`config.mk`:
```
export PLATFORM = sky130hd
export DESIGN_NAME = coef_ram_arbiter
export DESIGN_NICKNAME = d
export VERILOG_FILES = /design/src/rtl/coef_ram_arbiter.sv
export SDC_FILE = /design/constraint.sdc
export NUM_CORES = 1
export LEC_CHECK = 0
export ABC_AREA = 1
export BUFFER_PORTS_ARGS = -buffer_cell sky130_fd_sc_hd__buf_2
export CORE_ASPECT_RATIO = 1.25
export CORE_UTILIZATION = 45
export DETAILED_ROUTE_END_ITERATION = 8
export PLACE_DENSITY_LB_ADDON = 0.08
export SLEW_MARGIN = 10
export SYNTH_ARGS = -nofsm -noshare
export SYNTH_HDL_FRONTEND = slang
export SYNTH_SLANG_ARGS = --single-unit
```
`constraint.sdc`:
```
create_clock -name clock -period 1.42 [get_ports clock]
set_clock_uncertainty 0.05 [all_clocks]
set_input_delay 0.284 -clock clock [delete_from_list [all_inputs] [get_ports clock]]
set_output_delay 0.284 -clock clock [all_outputs]
set_load 0.1 [all_outputs]
```
`src/rtl/coef_ram_arbiter.sv`:
```
// Round-robin arbiter sharing one coefficient RAM between the right and left filters.
// Fixed 3-cycle request-to-data latency; per-sample-period grant counting with overrun flagging.
module coef_ram_arbiter #(
   parameter int ADDR_W = 7,
   parameter int DATA_W = 8
) (
   input  logic              clock,
   input  logic              reset,
   input  logic              data_en,
   input  logic              req_R,
   input  logic              req_L,
   input  logic [ADDR_W-1:0] addr_R,
   input  logic [ADDR_W-1:0] addr_L,
   output logic              gnt_R,
   output logic              gnt_L,
   output logic [DATA_W-1:0] rdata_R,
   output logic [DATA_W-1:0] rdata_L,
   output logic              rvalid_R,
   output logic              rvalid_L,
   output logic [ADDR_W-1:0] RAM_coefs_addr,
   input  logic [DATA_W-1:0] RAM_coefs_dataout,
   output logic              busy,
   output logic              overrun,
   output logic [7:0]        access_count
);

   logic       prio_l;
   logic       tag2_vld;
   logic       tag2_l;
   logic [7:0] grant_cnt;

   logic       elig_r;
   logic       elig_l;
   logic       win_r;
   logic       win_l;
   logic       pending;
   logic [7:0] cnt_next;

   // A requester whose grant is showing this cycle is not eligible, so a held req is not re-granted.
   always_comb begin
      elig_r   = req_R & ~gnt_R;
      elig_l   = req_L & ~gnt_L;
      win_r    = elig_r & (~elig_l | ~prio_l);
      win_l    = elig_l & (~elig_r | prio_l);
      pending  = (req_R & ~gnt_R & ~win_r) | (req_L & ~gnt_L & ~win_l);
      cnt_next = grant_cnt;
      if ((gnt_R | gnt_L) && (grant_cnt != 8'hFF)) cnt_next = grant_cnt + 8'd1;
   end

   assign busy = req_R | req_L | gnt_R | gnt_L | tag2_vld;

   always_ff @(posedge clock or negedge reset) begin
      if (!reset) begin
         gnt_R          <= 1'b0;
         gnt_L          <= 1'b0;
         prio_l         <= 1'b0;
         RAM_coefs_addr <= '0;
         tag2_vld       <= 1'b0;
         tag2_l         <= 1'b0;
         rvalid_R       <= 1'b0;
         rvalid_L       <= 1'b0;
         rdata_R        <= '0;
         rdata_L        <= '0;
         grant_cnt      <= 8'd0;
         access_count   <= 8'd0;
         overrun        <= 1'b0;
      end else begin
         gnt_R <= win_r;
         gnt_L <= win_l;
         if (win_r) RAM_coefs_addr <= addr_R;
         else if (win_l) RAM_coefs_addr <= addr_L;
         if (win_r | win_l) prio_l <= win_r;

         // gnt_X is the first tag stage; tag2 lines up with RAM data.
         tag2_vld <= gnt_R | gnt_L;
         tag2_l   <= gnt_L;
         rvalid_R <= tag2_vld & ~tag2_l;
         rvalid_L <= tag2_vld & tag2_l;
         if (tag2_vld & ~tag2_l) rdata_R <= RAM_coefs_dataout;
         if (tag2_vld & tag2_l)  rdata_L <= RAM_coefs_dataout;

         if (data_en) begin
            access_count <= cnt_next;
            grant_cnt    <= 8'd0;
            if (pending || (grant_cnt == 8'hFF)) overrun <= 1'b1;
         end else begin
            grant_cnt <= cnt_next;
         end
      end
   end

endmodule

```
After elaboration in Yosys (flattened, before gate mapping) --
Cells that the tools add are included.
Storage, ports and cells: flip-flop bits (word level) 47, latch bits 0, bits in writable memories 0, memory bits (read-only) 0, output and inout bits 37, word-level logic and storage cells 49, memories 0
Operators by class: add/sub/neg operators 1, multiply operators 0, div/mod/pow operators 0, order comparisons 0, eq/ne operators 2, shifts and indexed selects 0, multiplexer cells 4, bitwise operators 25, reductions and logical operators 4
Operators with widths (count):
- 8-bit two-way mux | 2
- 7-bit two-way mux | 2
- 1-bit bitwise OR | 9
- 8-bit by 1-bit adder with 8-bit output, second input constant | 1
- 1-bit AND | 8
- 8-bit equality test, second input constant | 1
- 8-bit != test, second input constant | 1
- 1-bit inverter | 8
- 2-bit AND reduction | 1
- 2-bit nonzero test | 1
- 1-bit logical AND | 1
- 1-bit logical OR | 1

Depth between registers and ports, before layout --
Gate-level depths: netlist of the first run.
depth in word-level cells 10, gate-level depth with buffers 9, depth with buffers taken out 9

Worst setup path after synthesis of the first run --
Ideal clock, no wire load.
path kind register -> output, start register gnt_L, end output busy, data arrival time 1.977 ns, data required time 1.086 ns, path slack -0.891 ns, stages on the path, launching flop included 3, buffers on the path 0, path through dfrtp_1 -> nor2_4 -> nand4_1
On the way: cells in the longest elaborated chain, start to end 2
Ends and longest elaborated chain:
- from (decl) | line 15 | output logic gnt_L,
- from (signal assigned) | line 69 | gnt_L <= win_l;
- 1-bit bitwise OR (2 in series) | line 50 | assign busy = req_R | req_L | gnt_R | gnt_L | tag2_vld;
- to (decl) | line 22 | output logic busy,
No other way between the ends.

Worst setup path after layout of the first run --
start register gnt_R, end output busy
On the way: cells in the longest elaborated chain, start to end 3
Ends and longest elaborated chain:
- from (decl) | line 14 | output logic gnt_R,
- from (signal assigned) | line 68 | gnt_R <= win_r;
- 1-bit bitwise OR (3 in series) | line 50
No other way between the ends.

==> results_dict.tcl, run 1 <==
set metrics [dict create \
    area_growth_pct 45.9 \
    synthCells 234 \
    hold_end "rdata_R[0]" \
    whs_ns 0.179 \
    numClockSinks 47 \
    critPathCaptureType "primary output" \
    viasPerCell 4.74 \
    critPathMaxFanout 2 \
    grt_pass1_vias 1678 \
    p_sw_share_pct 51.9 \
    avgSynthCellArea_sq_um 8.78 \
    wl_per_cell_microns 11.3 \
    worstSetupStartpointType "register" \
    post-route-drc-count 0 \
    relSlewSlack_pct 72.2 \
    port_buffers 63 \
    pwr-share-seq_pct 32.7 \
    synth-edff-count 0 \
    fin_crit_ns 1.60 \
    cp_data_arrival_time_ns 1.26 \
    grtUsageMet3_pct 6.03 \
    clk_pin_slew_worst_paths_ns 0.10 \
    grt_setup_unrepaired "true" \
    route.antenna.remaining_nets 0 \
    status "finished with violations" \
    cp_slowest_cell "dfrtp_4" \
    dp_hpwl_microns 2920 \
    holdPathStages 3 \
    core_region_area_sq_mm 0.00439 \
    cp_data_required_time_ns 1.09 \
    p_total_w 0.00545 \
    violations "negative setup slack" \
    busiest_layer "met2" \
    setup_viol 8 \
    p_per_area_mw_per_mm2 1820 \
    fin_crit_sh_pct 112 \
    die_area_sq_mm 0.00484 \
    r2r_setup_slack_ns -0.02 \
    internal_power_w 0.00262 \
    worst_slack_ns -0.176 \
    hp-class "input port to register" \
    grt_pass1_wl_microns 7170 \
    synthFlopType "dfrtp_1" \
    clk_latency_ns 0.31 \
    r2r-start "gnt_L" \
    synth_common_cells "69 x nand2_1, 47 x dfrtp_1, 29 x inv_1" \
    finalMaxSlewViolations 0 \
    hold_viol 0 \
    r2r_cells 7 \
    placed_cell_area_sq_mm 0.00268 \
    nets 338 \
    drt_iter0_markers 66 \
    cp_top_family "flip-flops" \
    max_clock_freq_ghz 0.627 \
    num_rows 27 \
    wirelength_microns 4190 \
    hp-start "RAM_coefs_dataout[0]" \
    peakVddDrop_mv 1.50 \
    synth_cell_types 21 \
    antenna_cells 0 \
    htree_levels 2 \
    cts_made_buffers 5 \
    clkPwrFrac_pct 15.2 \
    routabilityCongestion 0.799 \
    path_class "register to primary output" \
    ys_seq_area_share_pct 57.2 \
    grt_usage_pct 19.0 \
    grt-ovfl-total 0 \
    cpPeakStageDelay_ns 0.49 \
    design_area_sq_mm 0.00300 \
    r2r-end "RAM_coefs_addr[0]" \
    use_met1_pct 21.7 \
    drive_above_1_share_pct 38.3 \
    syn_area_sq_mm 0.00205 \
    max_cap_violations 0 \
    switchingPower_w 0.00283 \
    firstDrtPassIters 4 \
    initial_core_util_pct 46.8 \
    power_leakage_nw 1.55 \
    dr_total_vias 1749 \
    p_comb_share_pct 52.1 \
    antenna_found_initial 0 \
    yosysWarningCount 0 \
    synth.top_cells.by_area "dfrtp_1 57%, nand2_1 13%, inv_1 5.3%" \
    netlist.area_leader.share_pct 57.2 \
    cts_tree "built" \
    async_flop_share_pct 100 \
    die_y_microns 77.5 \
    clockRootBuffer "clkbuf_8" \
    use_met2_pct 32.1 \
    tightest_slew_ns 0.416 \
    syn_nets 262 \
    die_x_microns 62.4 \
    grt_max_degree 30 \
    crit_buf_inv 1 \
    path_cells "nor2_4, nand4_1, buf_12" \
    yosys.area.top_type "dfrtp_1" \
    io_pins 64 \
    ctsLongestPathBuffers 2 \
    synth_most_common_cell "nand2_1" \
    num-fill-cells 375 \
    ys_ff_latch 47 \
    dpl_worst_slack_ns -0.0227 \
]
## state kept, by name (all words and copies together) (netlist names)
signal / cells
rdata_L: 8
grant_cnt: 8
prio_l: 1
overrun: 1
gnt_R: 1
rvalid_R: 1
tag2_vld: 1
RAM_coefs_addr: 7
rvalid_L: 1
gnt_L: 1
access_count: 8
tag2_l: 1
rdata_R: 8
## cell families (layout without fill, tap and decap cells)
| logic type | after synthesis | in the layout | synth area share (%) |
|---|---|---|---|
| AND/OR/NAND/NOR | 107 | 107 | 23.6 |
| flip-flops | 47 | 47 | 57.2 |
| adder cells (fa/ha/maj) | 1 | 1 | 0.609 |
| AO/OA/AOI/OAI | 39 | 39 | 10.4 |
| buffers and inverters | 40 | 117 | 8.16 |
## per-layer routing
metal | vias to the layer above | part of all wire, %
li1 | 879 | -
met1 | 828 | 42
met2 | 35 | 52
met3 | 7 | 4.1
met4 | 0 | 1.9
met5 | - | 0
## repair_timing
| item | 4_1_cts | 5_1_grt |
|---|---|---|
| endpoints found under the hold margin | 47 | 0 |
| gates resized for setup | 22 | 28 |
| setup buffers | 2 | 5 |
| pin swaps | 1 | 17 |
| hold buffers | 1 | 0 |
| setup endpoints to repair | 27 | 30 |
## power groups by stage
stage               clock network [W]  registers [W]  logic, W
floorplan                           0        0.00347  0.000372
global placement                    0        0.00180   0.00268
detailed placement                  0        0.00180   0.00270
CTS                          0.000852        0.00178   0.00281
global route                 0.000901        0.00182   0.00296
finish                       0.000831        0.00178   0.00284
## worst min-delay path, delay by kind of cell
kind	cells	cell delay [ns]
compound gates	1	0.07
buf+inv	2	0.14
## cell usage in the layout, fill, tap and decap left out
cell,count
dfrtp_1,45
buf_2,26
ha_4,1
buf_4,26
buf_8,1
nand2_1,62
nand2_4,3
nand3_4,1
buf_6,1
o21ai_2,3
a21o_1,3
nor2_2,4
nand3b_4,1
nand4_1,5
nand3b_2,1
nand3_2,4
clkbuf_4,5
inv_1,29
dfrtp_4,2
clkbuf_8,5
nand2_2,8
inv_6,1
a21oi_1,1
clkinvlp_4,2
nor2_1,9
nand3_1,5
o21ai_0,19
buf_12,16
inv_2,4
nor2_4,4
dlygate4sd3_1,1
o21ai_1,13
## worst max path at each step
stage,start,end,slack [ns],cells after the start
2_1_floorplan,gnt_R,busy,-0.64,2
3_3_place_gp,grant_cnt[1],overrun,0.02,6
3_5_place_dp,grant_cnt[1],access_count[0],-0.02,8
4_1_cts,gnt_R,busy,-0.17,3
5_1_grt,gnt_R,busy,-0.22,3
6_report,gnt_R,busy,-0.18,3
## layout make-up
class                      count  area (sq um)  share of cell area, %
clock inverter                 3          23.8                  0.793
sequential                    47          1180                   39.5
multi-input combinational    147           805                   26.8
clock buffer                   5          68.8                   2.30
inverter                      33           124                   4.13
tap                           58          72.6                   2.42
timing repair buffer          76           719                   24.0
## stage by stage
step	cells	setup TNS, ns	utilization, %
2_1_floorplan	234	-0.659	-
3_3_place_gp	354	0	60.9
3_5_place_dp	354	-0.0585	60.9
4_1_cts	365	-0.344	65.1
5_1_grt	369	-1.34	68.2
6_report	369	-0.277	68.2
No activity file was read; power rests on OpenSTA's default activity.
==> run 2: changes to the inputs <==
Settings changed: ABC_AREA 1 to 0, CORE_UTILIZATION 45 to 44.
==> results_dict.tcl, run 2 <==
set metrics [dict create \
    status "finished with violations" \
    violations "negative setup slack" \
    finalMaxSlewViolations 0 \
    path_cells "or2_1, or4_4, buf_12" \
    use_met1_pct 27.6 \
    die_y_microns 75.2 \
    async_flop_share_pct 100 \
    cp_top_family "simple AND/OR/NAND/NOR gates" \
    cts_made_buffers 5 \
    htree_levels 2 \
    grtUsageMet3_pct 5.67 \
    p_per_area_mw_per_mm2 2140 \
    whs_ns 0.165 \
    tns_ns -2.99 \
    synth_most_common_cell "dfrtp_1" \
    num_rows 26 \
    setup_viol 26 \
    critPathCaptureType "primary output" \
    avgSynthCellArea_sq_um 12.7 \
    nets 271 \
    syn_nets 176 \
    dr_total_vias 1553 \
    worst_slack_ns -0.572 \
    dpl_worst_slack_ns -0.319 \
    relSlewSlack_pct 67.1 \
    grt_max_degree 48 \
    power_leakage_nw 1.44 \
    place_inst 284 \
    use_met2_pct 37.1 \
    syn_area_sq_mm 0.00189 \
    cp_data_arrival_time_ns 1.66 \
    routabilityCongestion 0.815 \
    ys_ff_latch 47 \
    hp-class "input port to register" \
    worstSetupStartpointType "register" \
    io_pins 64 \
    grt_usage_pct 22.3 \
    crit_buf_inv 1 \
    drt_iter0_markers 58 \
    synth-edff-count 0 \
    initial_core_util_pct 46.0 \
    tightest_slew_ns 0.497 \
    post-route-drc-count 0 \
    die_area_sq_mm 0.00455 \
    fin_crit_ns 1.99 \
    max_clock_freq_ghz 0.502 \
    synth_cell_types 29 \
    cp_data_required_time_ns 1.09 \
    grt_pass1_vias 1562 \
    core_region_area_sq_mm 0.00410 \
    wl_per_cell_microns 16.2 \
    cpPeakStageDelay_ns 0.48 \
    peakVddDrop_mv 1.26 \
    grt-ovfl-total 0 \
    ctsLongestPathBuffers 2 \
    antenna_found_initial 0 \
    die_x_microns 60.6 \
    dp_hpwl_microns 2990 \
    fin_crit_sh_pct 140 \
    yosysWarningCount 0 \
    grt_setup_unrepaired "true" \
    synth.top_cells.by_area "dfrtp_1 62%, mux2_2 9.6%, o221a_2 4.2%" \
    firstDrtPassIters 4 \
    max_cap_violations 0 \
    clockRootBuffer "clkbuf_8" \
    p_total_w 0.00671 \
    cp_slowest_cell "dfrtp_4" \
    grt_pass1_wl_microns 7330 \
    numClockSinks 47 \
    stdcell_count 300 \
    synthFlopType "dfrtp_1" \
    drive_above_1_share_pct 65.2 \
    critPathMaxFanout 2 \
    ys_seq_area_share_pct 62.4 \
    antenna_cells 0 \
    clk_pin_slew_worst_paths_ns 0.09 \
    path_class "register to primary output" \
    yosys.area.top_type "dfrtp_1" \
    netlist.area_leader.share_pct 62.4 \
    cts_tree "built" \
    final_cell_mix "37 x dfrtp_1, 37 x buf_4, 28 x buf_2, 16 x mux2_2, 13 x buf_12" \
    busiest_layer "met2" \
    route.antenna.remaining_nets 0 \
    viasPerCell 5.18 \
    synthCells 148 \
    clk_latency_ns 0.31 \
    wirelength_microns 4860 \
    area_growth_pct 66.6 \
    port_buffers 63 \
    hold_viol 0 \
    synth_common_cells "47 x dfrtp_1, 16 x mux2_2, 13 x nor2_1" \
]
-- run 2: cell types whose count changed after synthesis, sizes merged, moves of 4 or more --
cell | before | now
nand2 | 73 | 8
o21ai | 35 | 4
inv | 33 | 5
mux2 | 0 | 16
nand3 | 10 | 1
or3 | 0 | 9
o221a | 0 | 7
a21oi | 1 | 6
mux2i | 0 | 5
nor2 | 17 | 13
-- run 2: cell families after synthesis --
family	after synthesis	synth area share (%)
buffers and inverters	11	2.52
flip-flops	47	62.4
AO/OA/AOI/OAI	24	10.0
XOR/XNOR	3	1.39
multiplexers	21	12.2
AND/OR/NAND/NOR	41	10.8
adder cells (fa/ha/maj)	1	0.663
-- run 2: final cells by class --
class / instances / area (sq um)
Inverter: 5 / 18.8
Timing Repair Buffer: 94 / 838
Clock inverter: 2 / 35.0
Sequential cell: 47 / 1190
Fill cell: 279 / 958
Tap cell: 56 / 70.1
Multi-Input combinational cell: 90 / 902
Clock buffer: 6 / 82.6
-- run 2: metrics by stage --
stage,util (%),area [sq um]
floorplan,-,1930
global placement,64.0,2620
detailed placement,64.0,2620
CTS,73.9,3030
global route,76.6,3140
finish,76.6,3140
-- run 2: where the power goes --
| part | leakage [nW] | switching, W | internal [W] |
|---|---|---|---|
| logic | 0.816 | 0.00278 | 0.00102 |
| clock network | 0.0612 | 0.000442 | 0.000570 |
| registers | 0.560 | 0.000216 | 0.00168 |
| total | 1.44 | 0.00343 | 0.00328 |
-- run 2: path summary, 6_finish.rpt --
| path | start | endpoint | slack, ns | depth (start not counted) |
|---|---|---|---|---|
| max | gnt_R | busy | -0.57 | 3 |
| min | RAM_coefs_dataout[7] | rdata_L[7] | 0.16 | 2 |
| max reg2reg | gnt_R | access_count[2] | -0.24 | 6 |
| min reg2reg | rdata_L[6] | rdata_L[6] | 0.46 | 1 |
| max in group asynchronous | reset | RAM_coefs_addr[2] | 0.65 | 3 |
| min in group asynchronous | reset | rdata_L[7] | 0.42 | 3 |
-- run 2: routing by layer --
layer | up-vias | part of all wire (%)
met5 | - | 0
met4 | 0 | 2.4
met3 | 10 | 4.4
met2 | 48 | 54
met1 | 777 | 39
li1 | 718 | -
-- run 2: what timing repair did --
action | CTS | global route
hold endpoints to repair | 47 | 0
hold buffers | 1 | 0
setup buffers | 5 | 4
pin swaps | 11 | 11
gates resized for setup | 57 | 22
cloned | 1 | 0
endpoints found under the setup margin | 46 | 36
